===== src/rtl/lcd_timing_gen.sv =====
// RGB-LCD timing generator. After reset it waits SETTLE_CYC cycles for the ID reader,
// latches lcd_id[2:0] once, decodes the panel timing set, then free-runs sync/DE timing,
// a pixel request strobe one cycle ahead of DE, and gates pixel data onto the panel bus.
// Optional feature: define LCD_SYNC_MODE_EN to drive active-low hsync/vsync; otherwise
// the panel runs in pure DE mode with lcd_hs/lcd_vs held high.
module lcd_timing_gen #(
  parameter int unsigned SETTLE_CYC = 16
) (
  input  logic        clk,
  input  logic        rst_n,
  input  logic [15:0] lcd_id,
  input  logic [15:0] pixel_data,
  output logic [15:0] panel_id,
  output logic [10:0] h_disp,
  output logic [10:0] v_disp,
  output logic        data_req,
  output logic [10:0] pixel_xpos,
  output logic [10:0] pixel_ypos,
  output logic        lcd_hs,
  output logic        lcd_vs,
  output logic        lcd_de,
  output logic        lcd_bl,
  output logic        lcd_rst,
  output logic [15:0] lcd_rgb
);

  localparam int unsigned SettleW = (SETTLE_CYC > 2) ? $clog2(SETTLE_CYC) : 1;
  localparam logic [SettleW-1:0] SettleLast = SettleW'(SETTLE_CYC - 1);

  typedef enum logic [1:0] {StWait, StLock, StRun} state_e;

  state_e               state_q;
  logic [SettleW-1:0]   settle_q;
  logic [10:0]          h_cnt_q, v_cnt_q;
  logic [15:0]          panel_id_q;
  logic [10:0]          h_sync_q, h_start_q, h_disp_q, h_total_q;
  logic [10:0]          v_sync_q, v_start_q, v_disp_q, v_total_q;
  logic                 req_q, de_q, hs_q, vs_q, bl_q, rst_q;
  logic [10:0]          xpos_q, ypos_q;

  // Only the low three ID bits select a panel.
  logic unused_id;
  assign unused_id = ^lcd_id[15:3];

  logic [15:0] dec_pid;
  logic [10:0] dec_h_sync, dec_h_start, dec_h_disp, dec_h_total;
  logic [10:0] dec_v_sync, dec_v_start, dec_v_disp, dec_v_total;

  // Decode the panel ID into sync width, active start (sync+back), active size and total.
  always_comb begin
    dec_pid     = 16'h4342;
    dec_h_sync  = 11'd41;  dec_h_start = 11'd43;  dec_h_disp = 11'd480;  dec_h_total = 11'd525;
    dec_v_sync  = 11'd10;  dec_v_start = 11'd12;  dec_v_disp = 11'd272;  dec_v_total = 11'd286;
    case (lcd_id[2:0])
      3'b001, 3'b100: begin
        dec_pid    = (lcd_id[2:0] == 3'b001) ? 16'h7084 : 16'h4384;
        dec_h_sync = 11'd128; dec_h_start = 11'd216; dec_h_disp = 11'd800;  dec_h_total = 11'd1056;
        dec_v_sync = 11'd2;   dec_v_start = 11'd35;  dec_v_disp = 11'd480;  dec_v_total = 11'd525;
      end
      3'b010: begin
        dec_pid    = 16'h7016;
        dec_h_sync = 11'd20;  dec_h_start = 11'd160; dec_h_disp = 11'd1024; dec_h_total = 11'd1344;
        dec_v_sync = 11'd3;   dec_v_start = 11'd23;  dec_v_disp = 11'd600;  dec_v_total = 11'd635;
      end
      3'b101: begin
        dec_pid    = 16'h1018;
        dec_h_sync = 11'd10;  dec_h_start = 11'd90;  dec_h_disp = 11'd1280; dec_h_total = 11'd1440;
        dec_v_sync = 11'd3;   dec_v_start = 11'd13;  dec_v_disp = 11'd800;  dec_v_total = 11'd823;
      end
      default: ;
    endcase
  end

  // During LOCK the latched set is not yet valid, so the first RUN outputs use the decode.
  logic        use_dec;
  logic [10:0] cur_h_sync, cur_h_start, cur_h_disp, cur_h_total;
  logic [10:0] cur_v_sync, cur_v_start, cur_v_disp, cur_v_total;
  assign use_dec     = (state_q == StLock);
  assign cur_h_sync  = use_dec ? dec_h_sync  : h_sync_q;
  assign cur_h_start = use_dec ? dec_h_start : h_start_q;
  assign cur_h_disp  = use_dec ? dec_h_disp  : h_disp_q;
  assign cur_h_total = use_dec ? dec_h_total : h_total_q;
  assign cur_v_sync  = use_dec ? dec_v_sync  : v_sync_q;
  assign cur_v_start = use_dec ? dec_v_start : v_start_q;
  assign cur_v_disp  = use_dec ? dec_v_disp  : v_disp_q;
  assign cur_v_total = use_dec ? dec_v_total : v_total_q;

  logic [10:0] h_nxt, v_nxt, h_req, xpos_nxt, ypos_nxt;
  logic        v_act, de_nxt, req_nxt, hs_nxt, vs_nxt;

  // Next counter values and the outputs they imply, so every output is registered.
  always_comb begin
    h_nxt = '0;
    v_nxt = '0;
    if (state_q == StRun) begin
      if (h_cnt_q == cur_h_total - 11'd1) begin
        v_nxt = (v_cnt_q == cur_v_total - 11'd1) ? 11'd0 : v_cnt_q + 11'd1;
      end else begin
        h_nxt = h_cnt_q + 11'd1;
        v_nxt = v_cnt_q;
      end
    end
    h_req    = h_nxt + 11'd1;
    v_act    = (v_nxt >= cur_v_start) && (v_nxt < cur_v_start + cur_v_disp);
    de_nxt   = v_act && (h_nxt >= cur_h_start) && (h_nxt < cur_h_start + cur_h_disp);
    req_nxt  = v_act && (h_req >= cur_h_start) && (h_req < cur_h_start + cur_h_disp);
    xpos_nxt = req_nxt ? h_req - cur_h_start : 11'd0;
    ypos_nxt = req_nxt ? v_nxt - cur_v_start : 11'd0;
`ifdef LCD_SYNC_MODE_EN
    hs_nxt   = (h_nxt >= cur_h_sync);
    vs_nxt   = (v_nxt >= cur_v_sync);
`else
    hs_nxt   = 1'b1;
    vs_nxt   = 1'b1;
`endif
  end

  // Control FSM, timing latch and registered panel outputs.
  always_ff @(posedge clk) begin
    if (!rst_n) begin
      state_q    <= StWait;
      settle_q   <= '0;
      h_cnt_q    <= '0;
      v_cnt_q    <= '0;
      panel_id_q <= '0;
      h_sync_q   <= '0; h_start_q <= '0; h_disp_q <= '0; h_total_q <= '0;
      v_sync_q   <= '0; v_start_q <= '0; v_disp_q <= '0; v_total_q <= '0;
      req_q      <= 1'b0;
      de_q       <= 1'b0;
      hs_q       <= 1'b1;
      vs_q       <= 1'b1;
      bl_q       <= 1'b0;
      rst_q      <= 1'b0;
      xpos_q     <= '0;
      ypos_q     <= '0;
    end else begin
      case (state_q)
        StWait: begin
          settle_q <= settle_q + 1'b1;
          if (settle_q == SettleLast) state_q <= StLock;
        end
        StLock: begin
          panel_id_q <= dec_pid;
          h_sync_q   <= dec_h_sync; h_start_q <= dec_h_start;
          h_disp_q   <= dec_h_disp; h_total_q <= dec_h_total;
          v_sync_q   <= dec_v_sync; v_start_q <= dec_v_start;
          v_disp_q   <= dec_v_disp; v_total_q <= dec_v_total;
          bl_q       <= 1'b1;
          rst_q      <= 1'b1;
          state_q    <= StRun;
        end
        StRun:   ;
        default: state_q <= StWait;
      endcase
      if (state_q != StWait) begin
        h_cnt_q <= h_nxt;
        v_cnt_q <= v_nxt;
        req_q   <= req_nxt;
        de_q    <= de_nxt;
        hs_q    <= hs_nxt;
        vs_q    <= vs_nxt;
        xpos_q  <= xpos_nxt;
        ypos_q  <= ypos_nxt;
      end
    end
  end

  assign panel_id   = panel_id_q;
  assign h_disp     = h_disp_q;
  assign v_disp     = v_disp_q;
  assign data_req   = req_q;
  assign pixel_xpos = xpos_q;
  assign pixel_ypos = ypos_q;
  assign lcd_hs     = hs_q;
  assign lcd_vs     = vs_q;
  assign lcd_de     = de_q;
  assign lcd_bl     = bl_q;
  assign lcd_rst    = rst_q;
  assign lcd_rgb    = de_q ? pixel_data : 16'd0;

endmodule


===== config.mk =====
export PLATFORM = sky130hd
export DESIGN_NAME = lcd_timing_gen
export DESIGN_NICKNAME = d
export VERILOG_FILES = /design/src/rtl/lcd_timing_gen.sv
export SDC_FILE = /design/constraint.sdc
export NUM_CORES = 1
export LEC_CHECK = 0
export BUFFER_PORTS_ARGS = -buffer_cell sky130_fd_sc_hd__clkbuf_2
export CAP_MARGIN = 30
export CORE_UTILIZATION = 64
export CTS_BUF_LIST = sky130_fd_sc_hd__clkbuf_16
export DETAILED_ROUTE_END_ITERATION = 8
export PLACE_DENSITY = 0.84
export SYNTH_ARGS = -nofsm -noshare
export SYNTH_HDL_FRONTEND = slang
export SYNTH_SLANG_ARGS = --single-unit

===== constraint.sdc =====
create_clock -name clk -period 23.5 [get_ports clk]
set_clock_uncertainty 0.2 [all_clocks]
set_input_delay 7.05 -clock clk [delete_from_list [all_inputs] [get_ports clk]]
set_output_delay 7.05 -clock clk [all_outputs]
set_load 0.03 [all_outputs]

Word-level counts from Yosys, hierarchy flattened
Index checks and enable logic that the tools add are counted.
- register bits after elaboration: 135
- input port bits: 34
- output and inout bits: 82
- word-level logic and storage cells: 76
- add/subtract/negate cells: 10
- magnitude comparators: 6
- equality and inequality tests: 10
- mux-type cells: 24
- bitwise operators: 1
- reductions and logical operators: 9
- operator list (cell ; count):
    two-way mux 11 bit ; 13
    case mux 11 bit (3 select lines) ; 2
    case mux 10 bit (3 select lines) ; 2
    case mux 15 bit (3 select lines) ; 1
    adder 11 x 1 -> 11 bit (second input constant) ; 3
    greater-or-equal comparator 11 bit ; 3
    less-than comparator 11 bit ; 3
    case mux 8 bit (3 select lines) ; 1
    adder 11 bit ; 2
    == test 11 bit ; 2
    subtractor 11 x 1 -> 11 bit (second input constant) ; 2
    subtractor 11 bit ; 2
    case mux 6 bit (3 select lines) ; 1
    two-way mux 16 bit ; 1
    two-way mux 14 bit ; 1
    == test 3 bit (second input constant) ; 2
    case mux 2 bit (3 select lines) ; 1
    logical AND 1 bit ; 5
    adder 4 x 1 -> 4 bit (second input constant) ; 1
    == test 4 bit (second input constant) ; 1
    == test 3 x 1 -> 1 bit (second input constant) ; 1
    == test 3 x 2 -> 1 bit (second input constant) ; 1
    == test 2 x 1 -> 1 bit (second input constant) ; 1
    == test 2 bit (second input constant) ; 1
    other kinds (7) ; 7

Depth between registers and ports, before layout
Gate-level depths: netlist of run 1.
- depth in word-level cells: 14
- gate-level depth with buffers: 33
- depth with buffers taken out: 26

Worst setup path before layout of run 1
OpenSTA, ideal clock, no wires.
- path type: in2out
- start point: in pixel_data[0]
- end point: out lcd_rgb[0]
- data arrival time: 7.331 ns
- setup slack: 8.919 ns
- stages on the path: 1
- buffers on the path: 0
- cells stage by stage: and2_1
- cells in the longest elaborated chain, start to end: 1
- RTL lines (item ; RTL line ; source):
    start: declaration ; 12 ; input logic [15:0] pixel_data,
    two-way mux 16 bit ; 179 ; assign lcd_rgb = de_q ? pixel_data : 16'd0;
    end: declaration ; 24 ; output logic [15:0] lcd_rgb
Every way passes these cells.

Worst setup path in the final report of run 1
- start point: in pixel_data[2]
- end point: out lcd_rgb[2]
Same word-level chain as after synthesis.

==> results of run 1 <==
==> placed cells by master, fill, tap and decap left out, drive strengths merged, types with 4 or more instances in the layout <==
master	instances
a211oi	4
a21boi	7
a21o	21
a21oi	67
a22o	23
a31oi	11
and2	39
and3	24
buf	7
clkbuf	112
clkinv	6
clkinvlp	4
conb	7
dfxtp	129
fa	4
ha	89
inv	54
mux2	4
mux2i	19
nand2	70
nand2b	20
nand3	28
nand3b	4
nand4	24
nor2	117
nor2b	13
nor3	27
nor4	5
o2111ai	4
o21a	16
o21ai	37
o21bai	14
o41ai	4
or3	6
xnor2	45
xor2	44
==> cells by family after synthesis <==
group | count (synthesis)
xor+xnor | 90
mux | 23
simple gates | 396
buf+inv | 122
fa+ha+maj | 93
compound gates | 237
other cells | 2
flops | 129
==> power groups by stage <==
stage               sequential, mW  clock [mW]  combinational, mW
floorplan                    0.224           0            0.00878
finish                       0.220       0.257             0.0111
detailed placement           0.224           0             0.0108
CTS                          0.220       0.260             0.0110
global route                 0.220       0.270             0.0121
global placement             0.224           0             0.0106
==> area by class of cell <==
cell class / instances / area, µm²
clock buffers: 17 / 425
clock inverters: 14 / 141
fillers: 1062 / 3800
inverters: 52 / 195
multi-input cells: 846 / 6030
flip-flops and latches: 129 / 2580
well taps: 180 / 225
repair buffers: 102 / 528
==> Yosys cell counts, drive strengths merged, types with 5 or more instances <==
library cell	number	area, µm²
nor4	5	46.3
a21boi	7	52.6
and3	24	150
o21ai	37	185
ha	89	1110
nor2b	13	88.8
a21oi	67	350
nor2	117	439
nand3	28	158
nor3	27	158
o21a	16	120
buf	37	236
a22o	23	201
inv	52	195
a21o	21	158
mux2i	19	190
or3	6	37.5
o21bai	14	105
clkbuf	33	124
dfxtp	129	2580
a31oi	11	83.8
nand4	24	150
xnor2	45	394
xor2	44	385
nand2	70	263
and2	39	244
nand2b	20	133
==> stage by stage <==
| step | utilization, % | std cells | setup WS [ns] | instance area, µm² |
|---|---|---|---|---|
| after floorplan | - | 1097 | 8.92 | 9170 |
| after global placement | 68.6 | 1308 | 8.80 | 9560 |
| after detailed placement | 68.6 | 1308 | 8.80 | 9560 |
| after CTS | 72.6 | 1339 | 8.80 | 10100 |
| after global routing | 72.7 | 1340 | 8.76 | 10100 |
| final | 72.7 | 1340 | 8.80 | 10100 |
==> critical path, cell delays in order <==
cell and delay, ns:
clkbuf_2 0.08, and2_1 0.15, clkbuf_2 0.18
==> sequential cells by signal, indices dropped and copies added (netlist names), 2 cells and up <==
register / count
v_total_q: 11
h_start_q: 11
v_start_q: 11
v_disp: 11
state_q: 2
h_cnt_q: 11
panel_id: 10
h_disp: 11
pixel_ypos: 11
pixel_xpos: 11
h_total_q: 11
v_cnt_q: 11
settle_q: 4
==> path summary, 6_finish.rpt <==
path / from / endpoint / slack, ns / depth (start not counted)
max: pixel_data[2] / lcd_rgb[2] / 8.80 / 3
min reg2reg: data_req / data_req / 0.25 / 1
min: data_req / data_req / 0.25 / 1
max reg2reg: state_q[0] / pixel_xpos[5] / 15.82 / 23
==> layer usage <==
metal  vias up  global-route usage [%]  routed length (µm)
met3        56                    5.81                1250
met5         -                       0                   0
met4         0                    13.9                 703
met2       248                    52.5               10700
li1       3959                       -                   -
met1      3741                    38.8                9730
==> run summary, run 1 <==
status -> complete, no violations
drt wl/cell -> 16.7 µm
antenna viol nets, final -> 0
Antenna Cells -> 0
final setup violation count -> 0
switching part of the total -> 22.6%
synth warn -> 0
CTS sink cnt -> 129
Overflow after GRT -> 0
Mapped Area -> 9150 µm²
compound-gate portion of the synthesized area -> 18.5%
CP max FO -> 1
Hold Buf Count CTS -> 0
Die ar. -> 14800 µm²
antenna violations before repair -> 0
Top-Level Pins -> 116
Post-Synth XOR/XNOR Area -> 8.77%
TritonCTS clock tree -> built
Synth cell types -> 86
combinational power share -> 2.3%
die width -> 122 µm
Post-synth EDFFs -> 0
max cap viols -> 0
flops & latches, synth -> 129
synthesized-area fraction occupied by adder cells -> 13.1%
routed via count -> 8004
CP startpoint kind -> primary input
Leak -> 4.80 nW
drt first pass iters -> 5
Sum Neg Setup Slack -> 0 ns
wire length of the first global-routing pass -> 36100 µm
cell internal pwr -> 377 µW
pin count of the biggest net entering global routing -> 84
Via density -> 5.97
Slew @ Worst Pin -> 0.986 ns
Final Hold Vio Count -> 0
CTS max path bufs -> 2
CTS Root Cell -> clkbuf_16
number of cell rows -> 43
Layout area overhead -> 10.8%
RSZ-0062 raised after global routing -> no
gate count after technology mapping -> 1092
Clk network pwr share -> 52.7%
Iteration-0 DRC Markers -> 624
syn avg cell area -> 8.38 µm²
Max Freq -> 68.0 MHz
post-synthesis simple-gate area fraction -> 22.8%
Max-slew headroom -> 34.0%
Tmin final -> 14.70 ns
max-slew violation count -> 0
Psw -> 110 µW
main combinational cell family by area after synthesis -> simple AND/OR/NAND/NOR gates
worst path required time -> 16.25 ns
Pwr Density -> 48.1 nW/µm²
period utilization -> 62.6%
Initial Util -> 65.6%
post-synthesis sequential area ratio -> 28.2%
Crit Path Category -> primary input to output port
Die Span Y -> 122 µm
Total Power -> 487 µW
count of port buffers added during placement -> 95
core box area -> 13900 µm²
CTS Buf Count -> 17
maximum VDD drop -> 0.0000562 V
vias in the first global route -> 7488
worst skew pair latency -> 0.43 ns
level count of the clock H-tree -> 4
HP Class -> flop to flop
Arr. time, crit path -> 7.45 ns
share of layout cells above drive strength 1 -> 13.8%
clock-pin transition on the worst setup and hold timing paths -> 0.05 ns
Reg power frac -> 45.1%
Total Wirelength -> 22400 µm
drt drc -> 0
post-cts repair resize count -> 0
Setup crit end kind -> output port
Layout Nets -> 1275
mux cell area share after synthesis -> 2.57%
Worst Hold Margin -> 0.253 ns
Post-CTS Setup Bufs -> 0
HPWL after detailed placement -> 15900 µm
ys async rst share -> 0%
Placer Congestion -> 0.947
ys flop type -> dfxtp_1
GRT Util Overall -> 31.2%
No activity file was read; power rests on OpenSTA's default activity.
==> inputs of run 2 (changes only) <==
--- a/config.mk
+++ b/config.mk
@@ -7,10 +7,10 @@
 export LEC_CHECK = 0
 export BUFFER_PORTS_ARGS = -buffer_cell sky130_fd_sc_hd__clkbuf_2
 export CAP_MARGIN = 30
-export CORE_UTILIZATION = 64
+export CORE_UTILIZATION = 54
 export CTS_BUF_LIST = sky130_fd_sc_hd__clkbuf_16
 export DETAILED_ROUTE_END_ITERATION = 8
-export PLACE_DENSITY = 0.84
+export PLACE_DENSITY = 0.75
 export SYNTH_ARGS = -nofsm -noshare
 export SYNTH_HDL_FRONTEND = slang
 export SYNTH_SLANG_ARGS = --single-unit
==> constraint.sdc (replaced) <==
create_clock -name clk -period 12.1 [get_ports clk]
set_clock_uncertainty 0.2 [all_clocks]
set_input_delay 3.63 -clock clk [delete_from_list [all_inputs] [get_ports clk]]
set_output_delay 3.63 -clock clk [all_outputs]
set_load 0.03 [all_outputs]
==> run summary, run 2 (same netlist as run 1, synthesis figures left out) <==
CTS Buf Count -> 17 (unchanged)
share of layout cells above drive strength 1 -> 14.1% (+0.30 points)
CTS Root Cell -> clkbuf_16
Antenna Cells -> 0 (unchanged)
most frequent cells in the layout -> 129 x dfxtp_1, 117 x nor2_1, 95 x clkbuf_2
Overflow after GRT -> 0 (unchanged)
period utilization -> 80.3%
Hold Buf Count CTS -> 0 (unchanged)
Die Span Y -> 132 µm (+8.7%)
CTS sink cnt -> 129 (unchanged)
Core Util, Final -> 61.8% (-11 points)
CTS max path bufs -> 2 (unchanged)
wire length of the first global-routing pass -> 36600 µm (+1.2%)
Setup crit end kind -> flop
Pwr Density -> 96.2 nW/µm² (+100%)
drt drc -> 0 (unchanged)
Clk network pwr share -> 54.6% (+1.9 points)
count of port buffers added during placement -> 95 (unchanged)
Slew @ Worst Pin -> 1.04 ns (+0.0500 ns)
Max-slew headroom -> 30.8% (-3.2 points)
number of cell rows -> 47 (+9.3%)
Layout Nets -> 1278 (+0.24%)
post-cts repair resize count -> 0 (unchanged)
worst skew pair latency -> 0.43 ns (about the same)
Placer Congestion -> 0.880 (-7.1%)
Final Hold Vio Count -> 0 (unchanged)
Post-CTS Setup Bufs -> 0 (unchanged)
Iteration-0 DRC Markers -> 600 (-3.8%)
worst path required time -> 12.23 ns (-4.02 ns)
cell internal pwr -> 757 µW (+100%)
maximum VDD drop -> 0.000123 V (+120%)
status -> complete, no violations
combinational power share -> 2.2% (about the same)
level count of the clock H-tree -> 4 (unchanged)
antenna violations before repair -> 0 (unchanged)
Tmin final -> 9.72 ns
Post-Layout Cell Count -> 1384 (+3.3%)
HP Class -> flop to flop
clock-pin transition on the worst setup and hold timing paths -> 0.06 ns (about the same)
vias in the first global route -> 7387 (-1.3%)
HPWL after detailed placement -> 16100 µm (+1.4%)
placed cells -> 1352 (+3.4%)
Arr. time, crit path -> 9.85 ns (+2.40 ns)
core box area -> 16600 µm² (+19%)
CP max FO -> 23 (+22)
Crit Path Category -> primary input to flop
Initial Util -> 55.2% (-10 points)
Psw -> 229 µW (+110%)
Sum Neg Setup Slack -> 0 ns (unchanged)
most common cell after layout, fill and taps aside -> dfxtp_1
Total Power -> 986 µW (+100%)
TritonCTS clock tree -> built
Die ar. -> 17500 µm² (+18%)
Via density -> 5.76 (-3.6%)
Fill cells -> 1444 (+36%)
routed via count -> 7973 (-0.39%)
Layout area overhead -> 12.0%
Max Freq -> 103 MHz
CP startpoint kind -> primary input
drt wl/cell -> 16.1 µm (-3.5%)
CP max stage delay -> 0.77 ns (+0.59 ns)
max cap viols -> 0 (unchanged)
max-slew violation count -> 0 (unchanged)
pin count of the biggest net entering global routing -> 84 (unchanged)
drt first pass iters -> 5 (unchanged)
slowest CP cell -> or4_1
switching part of the total -> 23.2% (+0.58 points)
GRT Util Overall -> 26.3% (-5.0 points)
Top-Level Pins -> 116 (unchanged)
Reg power frac -> 43.2% (-1.9 points)
die width -> 132 µm (+8.7%)
Total Wirelength -> 22300 µm (-0.31%)
Leak -> 4.83 nW (+0.57%)
RSZ-0062 raised after global routing -> no
CP cell instances -> clkbuf_2, or3b_1, a21oi_4, o2111a_4, xnor2_1, nand3_1, or4_1, nand2_1, buf_4, nor2_1, ha_1, ha_1, nor2b_1, o21ai_0, a21boi_0, o21a_1, o21ai_0, a21oi_1, o221ai_1, a2111oi_4, buf_4, a32o_1
final setup violation count -> 0 (unchanged)
antenna viol nets, final -> 0 (unchanged)
run 2: cell count changes in the layout (fill, tap and decap cells not counted), sizes merged:
cell / change
buf: +3
bufinv: +1
run 2: per-stage QoR:
| step | hold WS, ns | setup slack, ns | area, µm² |
|---|---|---|---|
| after floorplan | 0.244 | 2.92 | 9170 |
| after global placement | 0.236 | 2.16 | 9640 |
| after detailed placement | 0.249 | 2.02 | 9640 |
| after CTS | 0.261 | 2.48 | 10200 |
| after global routing | 0.289 | 1.94 | 10200 |
| final | 0.255 | 2.38 | 10200 |
run 2: final timing paths:
path | start | to | slack, ns | cells past startpoint
worst min register to register | panel_id[7] | panel_id[7] | 0.26 | 2
worst max register to register | state_q[1] | pixel_xpos[5] | 4.84 | 24
worst min-delay path | panel_id[7] | panel_id[7] | 0.26 | 2
worst max-delay path | lcd_id[2] | pixel_xpos[5] | 2.38 | 22
run 2: power by group through the flow:
stage	combinational (mW)	sequential, mW	clock (mW)
floorplan	0.0170	0.436	0
global placement	0.0210	0.436	0
detailed placement	0.0215	0.436	0
CTS	0.0215	0.426	0.548
global route	0.0237	0.426	0.565
finish	0.0215	0.426	0.538
run 2: routing by layer:
metal | wire length (µm) | global-route usage (%)
met1 | 10300 | 33.4
met2 | 10700 | 44.4
met3 | 912 | 4.54
met4 | 432 | 9.63
met5 | 0 | 0
run 2: final cells by class:
| cell class | count | area (µm²) | area share (%) |
|---|---|---|---|
| clock buffer | 17 | 425 | 4.15 |
| sequential | 129 | 2580 | 25.2 |
| inverter | 52 | 195 | 1.90 |
| timing repair buffer | 105 | 551 | 5.37 |
| multi-input combinational | 846 | 6030 | 58.9 |
| tap | 220 | 275 | 2.69 |
| clock inverter | 15 | 186 | 1.82 |
run 2: worst max-delay path: cells and delay by family:
family	cells	cell delay, ns
adders and majority gates	2	0.70
xor gates and xnor gates	1	0.12
AOI/OAI and AO/OA	10	2.72
buffers and inverters	3	0.65
and+or+nand+nor	6	2.02
